$ cat config.mk
export PLATFORM = sky130hd
export DESIGN_NAME = serial_subtractor_flat
export DESIGN_NICKNAME = d
export VERILOG_FILES = /design/src/rtl/serial_subtractor_if.sv /design/src/rtl/serial_subtractor.sv /design/src/flat_wrapper.sv
export SDC_FILE = /design/constraint.sdc
export NUM_CORES = 1
export LEC_CHECK = 0
export CORE_MARGIN = 2
export CORE_UTILIZATION = 25
export CTS_CLUSTER_SIZE = 28
export DETAILED_ROUTE_END_ITERATION = 8
export SETUP_SLACK_MARGIN = 0.4
export SYNTH_ARGS = -nofsm -noshare
export SYNTH_HDL_FRONTEND = slang
export SYNTH_SLANG_ARGS = --single-unit
$ cat constraint.sdc
create_clock -name i_clk -period 3.9 [get_ports i_clk]
set_input_delay 0.585 -clock i_clk [delete_from_list [all_inputs] [get_ports i_clk]]
set_output_delay 0.585 -clock i_clk [all_outputs]
set_load 0.02 [all_outputs]
$ cat src/rtl/serial_subtractor_if.sv
// Operand/result bundle for the bit-serial subtractor.
// The master drives the start strobe and operands. The slave returns status and the result.
interface serial_subtractor_if #(
  parameter int WIDTH = 8
);
  logic             i_start;
  logic [WIDTH-1:0] i_minuend;
  logic [WIDTH-1:0] i_subtrahend;
  logic             o_busy;
  logic             o_done;
  logic [WIDTH-1:0] o_diff;
  logic             o_borrow;

  modport master (
    output i_start, i_minuend, i_subtrahend,
    input  o_busy, o_done, o_diff, o_borrow
  );

  modport slave (
    input  i_start, i_minuend, i_subtrahend,
    output o_busy, o_done, o_diff, o_borrow
  );
endinterface

$ cat src/rtl/serial_subtractor.sv
// Bit-serial WIDTH-bit subtractor. It resolves one difference bit per clock, LSB first, through a borrow flop.
// The result and the final borrow only update when an operation completes.
module serial_subtractor #(
  parameter int WIDTH = 8
) (
  input  logic                 i_clk,
  input  logic                 i_rst,
  serial_subtractor_if.slave   bus
);
  localparam int CW = $clog2(WIDTH + 1);

  typedef enum logic [1:0] {
    ST_IDLE = 2'd0,
    ST_RUN  = 2'd1,
    ST_DONE = 2'd2
  } state_t;

  state_t           r_state;
  logic [WIDTH-1:0] r_a_sr;
  logic [WIDTH-1:0] r_b_sr;
  logic [WIDTH-1:0] r_r_sr;
  logic             r_br;
  logic [CW-1:0]    r_cnt;
  logic             r_busy;
  logic             r_done;
  logic [WIDTH-1:0] r_diff;
  logic             r_borrow;

  logic             w_d;
  logic             w_br_next;
  logic [WIDTH-1:0] w_r_next;

  function automatic logic hs_borrow(input logic a, input logic b);
    return ~a & b;
  endfunction

  // Full-subtract the current LSB pair and pre-form the shifted result word
  always_comb begin
    w_d       = r_a_sr[0] ^ r_b_sr[0] ^ r_br;
    w_br_next = hs_borrow(r_a_sr[0], r_b_sr[0]) | (~(r_a_sr[0] ^ r_b_sr[0]) & r_br);
    w_r_next  = (r_r_sr >> 1) | (WIDTH'(w_d) << (WIDTH - 1));
  end

  // Control FSM, datapath shift registers and registered outputs
  always_ff @(posedge i_clk) begin
    if (i_rst) begin
      r_state  <= ST_IDLE;
      r_a_sr   <= '0;
      r_b_sr   <= '0;
      r_r_sr   <= '0;
      r_br     <= 1'b0;
      r_cnt    <= '0;
      r_busy   <= 1'b0;
      r_done   <= 1'b0;
      r_diff   <= '0;
      r_borrow <= 1'b0;
    end else begin
      case (r_state)
        ST_IDLE: begin
          r_done <= 1'b0;
          if (bus.i_start) begin
            r_a_sr  <= bus.i_minuend;
            r_b_sr  <= bus.i_subtrahend;
            r_r_sr  <= '0;
            r_br    <= 1'b0;
            r_cnt   <= '0;
            r_busy  <= 1'b1;
            r_state <= ST_RUN;
          end else begin
            r_busy  <= 1'b0;
            r_state <= ST_IDLE;
          end
        end
        ST_RUN: begin
          r_a_sr <= r_a_sr >> 1;
          r_b_sr <= r_b_sr >> 1;
          r_r_sr <= w_r_next;
          r_br   <= w_br_next;
          r_cnt  <= r_cnt + CW'(1);
          r_busy <= 1'b1;
          // Last bit: publish the completed word and borrow together
          if (r_cnt == CW'(WIDTH - 1)) begin
            r_diff   <= w_r_next;
            r_borrow <= w_br_next;
            r_done   <= 1'b1;
            r_state  <= ST_DONE;
          end else begin
            r_done   <= 1'b0;
            r_state  <= ST_RUN;
          end
        end
        ST_DONE: begin
          r_done  <= 1'b0;
          r_busy  <= 1'b0;
          r_state <= ST_IDLE;
        end
        default: begin
          r_done  <= 1'b0;
          r_busy  <= 1'b0;
          r_state <= ST_IDLE;
        end
      endcase
    end
  end

  assign bus.o_busy   = r_busy;
  assign bus.o_done   = r_done;
  assign bus.o_diff   = r_diff;
  assign bus.o_borrow = r_borrow;
endmodule

$ cat src/flat_wrapper.sv
// flat-port wrapper written by rule: the top's interface ports become plain ports
module serial_subtractor_flat 
#(
  parameter int WIDTH = 8
)
  (i_clk, i_rst, bus_i_start, bus_i_minuend, bus_i_subtrahend, bus_o_busy, bus_o_done, bus_o_diff, bus_o_borrow);
  serial_subtractor_if #(.WIDTH(WIDTH)) bus_i ();
  input  logic i_clk;
  input  logic i_rst;
  input wire logic [$bits(bus_i.i_start)-1:0] bus_i_start;
  input wire logic [$bits(bus_i.i_minuend)-1:0] bus_i_minuend;
  input wire logic [$bits(bus_i.i_subtrahend)-1:0] bus_i_subtrahend;
  output wire logic [$bits(bus_i.o_busy)-1:0] bus_o_busy;
  output wire logic [$bits(bus_i.o_done)-1:0] bus_o_done;
  output wire logic [$bits(bus_i.o_diff)-1:0] bus_o_diff;
  output wire logic [$bits(bus_i.o_borrow)-1:0] bus_o_borrow;
  assign bus_i.i_start = bus_i_start;
  assign bus_i.i_minuend = bus_i_minuend;
  assign bus_i.i_subtrahend = bus_i_subtrahend;
  assign bus_o_busy = bus_i.o_busy;
  assign bus_o_done = bus_i.o_done;
  assign bus_o_diff = bus_i.o_diff;
  assign bus_o_borrow = bus_i.o_borrow;
  serial_subtractor #(.WIDTH(WIDTH)) u_core (.i_clk(i_clk), .i_rst(i_rst), .bus(bus_i));
endmodule
==> results.tsv <==
metric	value	unit
die_x	87.0	um
cp-end-kind	flip-flop	
cp.arrival	2.24	ns
drc_errors	0	
period_minus_slack	2.04	ns
viasPerCell	4.71	
cts_htree_levels	2	
setup_tns	0	ns
postCtsHoldBufs	0	
fin_total_pwr	792	uW
drt-initial-drc-count	86	
vias	1351	
avgSynthCellArea	9.31	um2
synth_area_leader_cell	dfxtp_1	
finalWorstSetupSlack	1.86	ns
grt_use_total	0.0980	
cts_buffers	5	
cts-root-buf	clkbuf_8	
initial_core_util	0.256	
power_leakage	0.763	nW
path_class	input port to flip-flop	
dp_cells	281	
syn_nets	206	
die_area	7570	um2
grt.overflow.total	0	
drv_slew	0	
wire_per_inst	12.1	um
grt_max_degree	38	
pwr_density_cell	378	nW/um2
cts_resized	0	
worstHoldPathType	flip-flop to flip-flop	
wl	3.47	mm
grt_pass1_vias	1290	
worstPathMaxFanout	37	
irDropWorstVdd	0.000110	V
yosysWarnings	0	
slew-limit-headroom	0.279	
syn-instance-count	185	
clockBufferDepth	2	
cts.sinks	41	
status	finished clean	
ys_seq_area_frac	0.476	
finalCritPeriodShare	0.524	
cts_tree	done	
setup_violations	0	
synthesis.area	1720	um2
grt_use_met1	0.120	
post-cts-setup-buffers	0	
fin_cells	287	
finalHoldViolCount	0	
drive_above_1_share	0.0628	
clk_pin_slew	0.07	ns
pre_cts_slack	1.50	ns
clock.fmax	489	MHz
finClkSkew	0.00494	ns
grtUsageMet2	0.150	
antenna_found_initial	0	
rsz0062_at_grt	no	
antenna_cells	0	
ys_top_cells_by_area	dfxtp_1 (48%), nand2b_1 (6.2%), a211oi_1 (6.1%), nor2_1 (5.9%), mux2i_1 (4.6%)	
maxCapViolCount	0	
ys_ff_latch	41	
io_buffers	29	
routabilityCongestion	0.686	
final_nets	229	
yosysUniqueCellTypes	32	
met3_usage	0.0379	
cp.required	4.09	ns
die_y	87.0	um
areaGrowthSynthToFinish	21.6	%
ant_nets	0	
grt_pass1_wl	5.87	mm
worst_pin_slew	1.08	ns
busiest_layer	met2	
drt_pass1_iterations	4	
clock_latency	0.29	ns
synth_top_area_share	0.476	
worstSetupStartpointType	input port	
rows	30	
io_pins	30	
fp.coreArea	6720	um2
hpwl	2.27	mm
[placed cells by master, fill, tap and decap left out, types with 2 or more instances in the layout]
cell type and instances:
dfxtp_1 41, clkdlybuf4s50_1 29, nor2_1 27, nand2b_1 17
a21oi_1 15, nand2_1 15, a211oi_1 14, a22oi_1 10
mux2i_1 8, clkbuf_8 5, inv_1 2, nor2b_1 2
and2b_1 2, nand3_1 2, buf_4 2
[path summary, 6_finish.rpt]
check	from	to	slack, ns	depth (start not counted)
worst max-delay path	i_rst	u_core.r_b_sr[0]	1.86	3
worst min-delay path	u_core.bus.o_diff[3]	u_core.bus.o_diff[3]	0.47	2
worst max register to register	u_core.r_state[0]	u_core.bus.o_borrow	2.04	3
worst min register to register	u_core.bus.o_diff[3]	u_core.bus.o_diff[3]	0.47	2
[state kept, by name, summed over array words and instances (netlist names)]
| signal | flops |
|---|---|
| u_core.bus.o_borrow | 1 |
| u_core.r_state | 2 |
| u_core.r_a_sr | 8 |
| u_core.bus.o_done | 1 |
| u_core.r_br | 1 |
| u_core.bus.o_diff | 8 |
| u_core.r_r_sr | 7 |
| u_core.r_b_sr | 8 |
| u_core.r_cnt | 4 |
| u_core.bus.o_busy | 1 |
[kinds of logic (layout without fill, tap and decap cells)]
logic type,count (synthesis),in the layout,synth area share
flip-flops,41,41,0.476
AND/OR/NAND/NOR,70,70,0.200
adder cells (fa/ha/maj),2,2,0.0189
AO/OA/AOI/OAI,46,46,0.183
multiplexers,9,9,0.0530
buffers and inverters,17,39,0.0683
[synthesized netlist by cell type (all sizes together)]
master and count:
mux2i 8, or3 1, a2bb2oi 1, and2b 2, clkbuf 5, nor3 1
a21oi 15, inv 2, nand3 2, nor2b 3, a22oi 10, mux2 1
nor2 27, a311oi 1, a221oi 1, and3 1, o21bai 1, a31oi 1
nand2 15, o211a 1, a211oi 14, fa 1, buf 10, dfxtp 41
nand2b 17, nor3b 1, o21ba 1, ha 1
[report_power, final]
part | leakage, nW | internal [mW] | total, mW | switching (mW)
logic | 0.388 | 0.0442 | 0.0919 | 0.0477
clock network | 0.0399 | 0.118 | 0.253 | 0.135
registers | 0.335 | 0.436 | 0.447 | 0.0103
[stage by stage]
stage          area [um2]  utilization  hold WS, ns
2_1_floorplan        1720            -        0.452
3_3_place_gp         2020        0.301        0.463
3_5_place_dp         2020        0.301        0.470
4_1_cts              2100        0.312        0.481
5_1_grt              2100        0.312        0.492
6_report             2100        0.312        0.474
[layer usage]
metal / share of wire / wire length [um]
met1: 0.46 / 1580
met2: 0.46 / 1580
met3: 0.067 / 234
met4: 0.021 / 73
met5: 0 / 0
[layout make-up]
| cell class | instances | area [um2] |
|---|---|---|
| tap | 80 | 100 |
| clock buffer | 5 | 68.8 |
| timing repair buffer | 31 | 305 |
| clock inverter | 1 | 5.00 |
| inverter | 2 | 7.51 |
| sequential | 41 | 821 |
| multi-input combinational | 127 | 788 |
| fill | 709 | 4620 |
[worst max-delay path: stages]
cell             delay, ns
clkdlybuf4s50_1       0.97
buf_4                 0.46
a221oi_1              0.22
(Power assumes the default switching activity.)
==> patch 1 (config.mk and constraints unchanged) <==
`WIDTH` is set to 8 in 3 places; all go to 4.
--- a/src/rtl/serial_subtractor_if.sv
+++ b/src/rtl/serial_subtractor_if.sv
@@ -1,7 +1,7 @@
 // Operand/result bundle for the bit-serial subtractor.
 // The master drives the start strobe and operands. The slave returns status and the result.
 interface serial_subtractor_if #(
-  parameter int WIDTH = 8
+  parameter int WIDTH = 4
 );
   logic             i_start;
   logic [WIDTH-1:0] i_minuend;
--- a/src/rtl/serial_subtractor.sv
+++ b/src/rtl/serial_subtractor.sv
@@ -1,7 +1,7 @@
 // Bit-serial WIDTH-bit subtractor. It resolves one difference bit per clock, LSB first, through a borrow flop.
 // The result and the final borrow only update when an operation completes.
 module serial_subtractor #(
-  parameter int WIDTH = 8
+  parameter int WIDTH = 4
 ) (
   input  logic                 i_clk,
   input  logic                 i_rst,
--- a/src/flat_wrapper.sv
+++ b/src/flat_wrapper.sv
@@ -1,7 +1,7 @@
 // flat-port wrapper written by rule: the top's interface ports become plain ports
 module serial_subtractor_flat 
 #(
-  parameter int WIDTH = 8
+  parameter int WIDTH = 4
 )
   (i_clk, i_rst, bus_i_start, bus_i_minuend, bus_i_subtrahend, bus_o_busy, bus_o_done, bus_o_diff, bus_o_borrow);
   serial_subtractor_if #(.WIDTH(WIDTH)) bus_i ();
Ports: changed (resized bus_i_minuend, bus_i_subtrahend and bus_o_diff); port bits go from 30 to 18. No check against the original RTL was run, so the function may have changed too.
==> patch 1 against the original RTL <==
Sequential share of layout area fell by 1.1 points; via count shrank 45%; sequential power shrank 41%; worst hold slack worse by 0.016 ns; wire length decreased by 49%; total power shrank 39%; sequential cell count decreased by 17; setup slack better by 0.23 ns; clock power is 36% lower; synthesized area shrank 40%; final area shrank 40%; critical path type is now flop to output port; largest power group unchanged.
==> patch 1: results (changes against the original RTL) <==
initial antenna violation count=0 (unchanged); global-route wire length before repair=3.187 mm (-46%); gpl congestion=0.6756 (-1.5%); drt wl/cell=10.87 um (-10%); asr flop ratio synth=0 (unchanged); GRT Total Usage=0.09172 (-0.006326); fin nets=129 (-44%); largest net degree at the start of global routing=25 (-34%); Worst-path clk slew=0.08 ns; Place WS=1.852 ns (+0.3536 ns); Detailed Route Iter0 Violations=34 (-60%); total number of H-tree levels=1 (-1); crit path DAT=1.23 ns (-1.01 ns); Yosys top cell area share=0.4660 (-0.01038); Lkg Pwr=0.0004473 uW (-41%); dpl cell area=1207 um^2 (-40%); vias=746 (-45%); cell accounting for the most synthesized area=dfxtp_1; TritonCTS buffer count=3 (-2); maximum VDD drop=109.0 uV (-0.68%); cell count after placement=160 (-43%); crit-path max cell delay=0.62 ns (-0.35 ns); slowest CP cell=clkdlybuf4s50_1; status=complete, no violations; Worst-Margin Slew=0.9211 ns (-0.1563 ns); Port Buf Inserts=17 (-41%); post-DP HPWL=1.340 mm (-41%); WL final=1.782 mm (-49%); share of cells above drive strength 1=0.1579 (+0.09509); sequential area share after synthesis=0.4660 (-0.01038); vias in the first global route=737 (-43%); syn_area_per_cell=10.41 um^2 (+12%); Int Power=375.5 uW (-37%); Synth area leaders=dfxtp_1, mux2i_1, a211oi_2; Top delay family on crit path=buffers and inverters; syn nets=113 (-45%); worst skew pair latency=0.26 ns (-0.03 ns); Warnings, synthesis=0 (unchanged); Post-synth top cells=dfxtp_1, nor2_1, mux2i_1, a211oi_2, a22oi_1; fill cell count=399 (-44%); count of different cell masters after synthesis=25 (-22%); clk_skew=0.004133 ns (-0.0008120 ns); largest fanout on the critical path=2 (-95%)
patch 1: cell types whose count changed in the layout (fill, tap and decap cells not counted), sizes merged, moves of 8 or more:
cell           unedited run  this run
nand2                    15         4
a211oi                   14         6
dfxtp                    41        24
nand2b                   17         0
a21oi                    15         5
nor2                     27        18
clkdlybuf4s50            29        17
patch 1: worst paths after layout:
check                                         start                                 to  slack, ns  cells after the start
setup / recovery   u_core.bus.o_borrow$_SDFFE_PP0P_                       bus_o_borrow       2.09                      1
hold reg to reg   u_core.bus.o_diff[0]$_SDFFE_PP0P_  u_core.bus.o_diff[0]$_SDFFE_PP0P_       0.46                      2
setup reg to reg       u_core.r_state[0]$_SDFF_PP0_   u_core.bus.o_borrow$_SDFFE_PP0P_       2.11                      3
hold / removal    u_core.bus.o_diff[0]$_SDFFE_PP0P_  u_core.bus.o_diff[0]$_SDFFE_PP0P_       0.46                      2
patch 1: layout make-up:
class / count / area (um^2) / share of cell area
Sequential cell: 24 / 480.5 / 0.3806
Multi-Input combinational cell: 65 / 479.2 / 0.3796
Timing Repair Buffer: 17 / 170.2 / 0.1348
Tap cell: 50 / 62.56 / 0.04955
Clock buffer: 4 / 55.05 / 0.04361
Inverter: 4 / 15.01 / 0.01189
patch 1: power groups by stage:
stage / clock network (uW) / registers [uW] / logic [uW]
floorplan: 0 / 268 / 46.5
global placement: 0 / 271 / 56.1
detailed placement: 0 / 271 / 57.4
CTS: 170 / 265 / 57.6
global route: 178 / 267 / 63.5
finish: 163 / 265 / 57.0
patch 1: cells by family (layout without fill, tap and decap cells):
family / Yosys count / count (layout) / synth area share
mux: 8 / 8 / 0.07767
flops: 24 / 24 / 0.4660
compound gates: 22 / 22 / 0.1930
fa+ha+maj: 3 / 3 / 0.04369
buf+inv: 10 / 25 / 0.06917
simple gates: 32 / 32 / 0.1505
patch 1: stage by stage:
step	total power, uW	utilization
2_1_floorplan	314.3	-
3_3_place_gp	326.6	0.3040
3_5_place_dp	328.4	0.3040
4_1_cts	493.0	0.3179
5_1_grt	508.5	0.3179
6_report	484.9	0.3179
patch 1: metal layers:
metal / global-route usage / part of all wire / up-vias
met2: 0.1553 / 0.46 / 18
met4: 0.05250 / 0.024 / 0
met1: 0.1091 / 0.48 / 343
met3: 0.01480 / 0.038 / 4
li1: - / - / 381
met5: 0 / 0 / -
==> patch 2 (config.mk and constraints unchanged) <==
Without the edit above. Make the reset (`i_rst`) asynchronous in one clocked block.
--- a/src/rtl/serial_subtractor.sv
+++ b/src/rtl/serial_subtractor.sv
@@ -42,7 +42,7 @@
   end
 
   // Control FSM, datapath shift registers and registered outputs
-  always_ff @(posedge i_clk) begin
+  always_ff @(posedge i_clk or posedge i_rst) begin
     if (i_rst) begin
       r_state  <= ST_IDLE;
       r_a_sr   <= '0;
Check against the original RTL: differs if i_rst is asserted again (counterexample within 4 cycles, from zero or initial values and one cycle with i_rst high); with i_rst held inactive, the same outputs for 10 cycles.
==> patch 2 against the original RTL <==
Sequential cell count stayed put; wire length is 2.1% higher; clock skew is 0.0029 ns higher; first-iteration DRC count is 36% lower; die area is 2.1% higher; non-clock buffer count stayed put; synthesized area is 2.2% higher; critical path depth is 1 higher; register-to-register slack worse by 0.47 ns; setup slack worse by 0.29 ns; final area is 6.4% higher; critical path type is now flop to flop.
Power is not compared: it rests on default switching activity, and its combinational part moved more than twofold at a synthesized area within 25%.
==> patch 2: results (changes against the original RTL) <==
gpl congestion=0.7326 (+6.8%); Post-synth top cells=dfrtp_1, o21ai_1, a22oi_1, nor2b_1, a21oi_1; syn nets=173 (-16%); P_sw=590.3 uW; GRT Total Usage=0.09941 (+0.001362); Synth area leaders=dfrtp_1, a22oi_1, mux2_1; Worst Hold Class=flop to flop; Setup crit start kind=flop; Setup Fix Bufs, Post-CTS=0 (unchanged); slowest CP cell=dfrtp_1; post-DP HPWL=2.348 mm (+3.6%); fill cell count=697 (-1.7%); post-route insts no fill=277 (-3.5%); asr flop ratio synth=1.000 (+1.000); Antenna diodes=0 (unchanged); WL final=3.546 mm (+2.1%); Worst-path clk slew=0.08 ns; CTS root buf=clkbuf_8; DRT Pass-1 Iters=4 (unchanged); clk_skew=0.007866 ns (+0.002922 ns); global-route wire length before repair=6.051 mm (+3.2%); vias in the first global route=1231 (-4.6%); crit path DAT=2.50 ns (+0.26 ns); Detailed Route Iter0 Violations=55 (-36%); initial antenna violation count=0 (unchanged); largest net degree at the start of global routing=23 (-39%); crit-path max cell delay=0.83 ns (-0.14 ns); Top delay family on crit path=flip-flops; count of different cell masters after synthesis=27 (-16%); Via density=4.542 (-3.5%); clk buf depth=2 (unchanged); largest fanout on the critical path=22 (-41%); worst skew pair latency=0.29 ns (about the same); cells after synthesis=152 (-18%); Worst-Margin Slew=0.8692 ns (-0.2083 ns); sequential area share after synthesis=0.5828 (+0.1064); cell count after placement=269 (-4.3%); worst hold start=u_core.r_cnt[3]$_DFFE_PP0P_; share of cells above drive strength 1=0.06630 (+0.003496); r2r startpoint=u_core.r_state[0]$_DFF_PP0_; fin nets=201 (-12%); status=complete, no violations
==> patch 2: cell count changes after synthesis, sizes merged, moves of 7 or more <==
cell and change:
a211oi -14, a22o +8, dfrtp +41, dfxtp -41, mux2 +7, nand2 -7, nand2b -16, nor2 -26
nor2b +10, o21ai +17
==> patch 2: cell type report <==
cell class              count  share of cell area
well taps                  96             0.05387
clock inverters             2            0.006173
repair buffers             31              0.1369
flip-flops and latches     41              0.4602
multi-input cells          94              0.2941
clock buffers               6             0.03704
inverters                   7             0.01178
==> patch 2: worst reg2reg max path: cells and delay by family (launching register included) <==
family        cells  cell delay (ns)
buf+inv           1             0.26
flops             1             0.83
mux               1             0.38
simple gates      2             0.75
==> patch 2: power groups by stage <==
stage	registers [uW]	logic (uW)	clock network (uW)
floorplan	749	403	0
global placement	755	590	0
detailed placement	754	608	0
CTS	747	610	300
global route	777	673	323
finish	748	599	289
==> patch 2: final timing paths <==
kind                                               endpoint  slack, ns  cells past startpoint
max reg2reg                u_core.bus.o_diff[0]$_DFFE_PP0P_       1.57                      4
max in group asynchronous      u_core.r_b_sr[0]$_DFFE_PP0P_       2.39                      3
min in group asynchronous      u_core.r_r_sr[4]$_DFFE_PP0P_       0.73                      2
min reg2reg                     u_core.r_cnt[3]$_DFFE_PP0P_       0.46                      1
max                        u_core.bus.o_diff[0]$_DFFE_PP0P_       1.57                      4
min                             u_core.r_cnt[3]$_DFFE_PP0P_       0.46                      1
==> patch 2: kinds of logic (layout without fill, tap and decap cells) <==
| group | Yosys count | in the layout | share of synthesized area |
|---|---|---|---|
| AO/OA/AOI/OAI | 56 | 56 | 0.2097 |
| flip-flops | 41 | 41 | 0.5828 |
| AND/OR/NAND/NOR | 26 | 26 | 0.08174 |
| buffers and inverters | 17 | 46 | 0.04477 |
| multiplexers | 10 | 10 | 0.06255 |
| adder cells (fa/ha/maj) | 2 | 2 | 0.01848 |
==> patch 2: per-layer routing <==
metal	up-vias	GRT usage	part of all wire
met5	-	0	0
met4	0	0.01678	0.0025
met3	2	0.02828	0.048
met2	40	0.1515	0.45
met1	616	0.1431	0.50
li1	600	-	-
==> patch 2: through the flow <==
stage | hold WS (ns) | instance area [um^2] | power, uW | util | setup slack, ns
final | 0.4605 | 2230 | 1636 | 0.3282 | 1.570
after global routing | 0.4959 | 2230 | 1772 | 0.3282 | 1.394
after CTS | 0.4602 | 2230 | 1658 | 0.3282 | 1.545
after detailed placement | 0.4487 | 2133 | 1362 | 0.3140 | 1.369
after global placement | 0.4380 | 2133 | 1345 | 0.3140 | 1.461
after floorplan | 0.4234 | 1760 | 1152 | - | 2.369
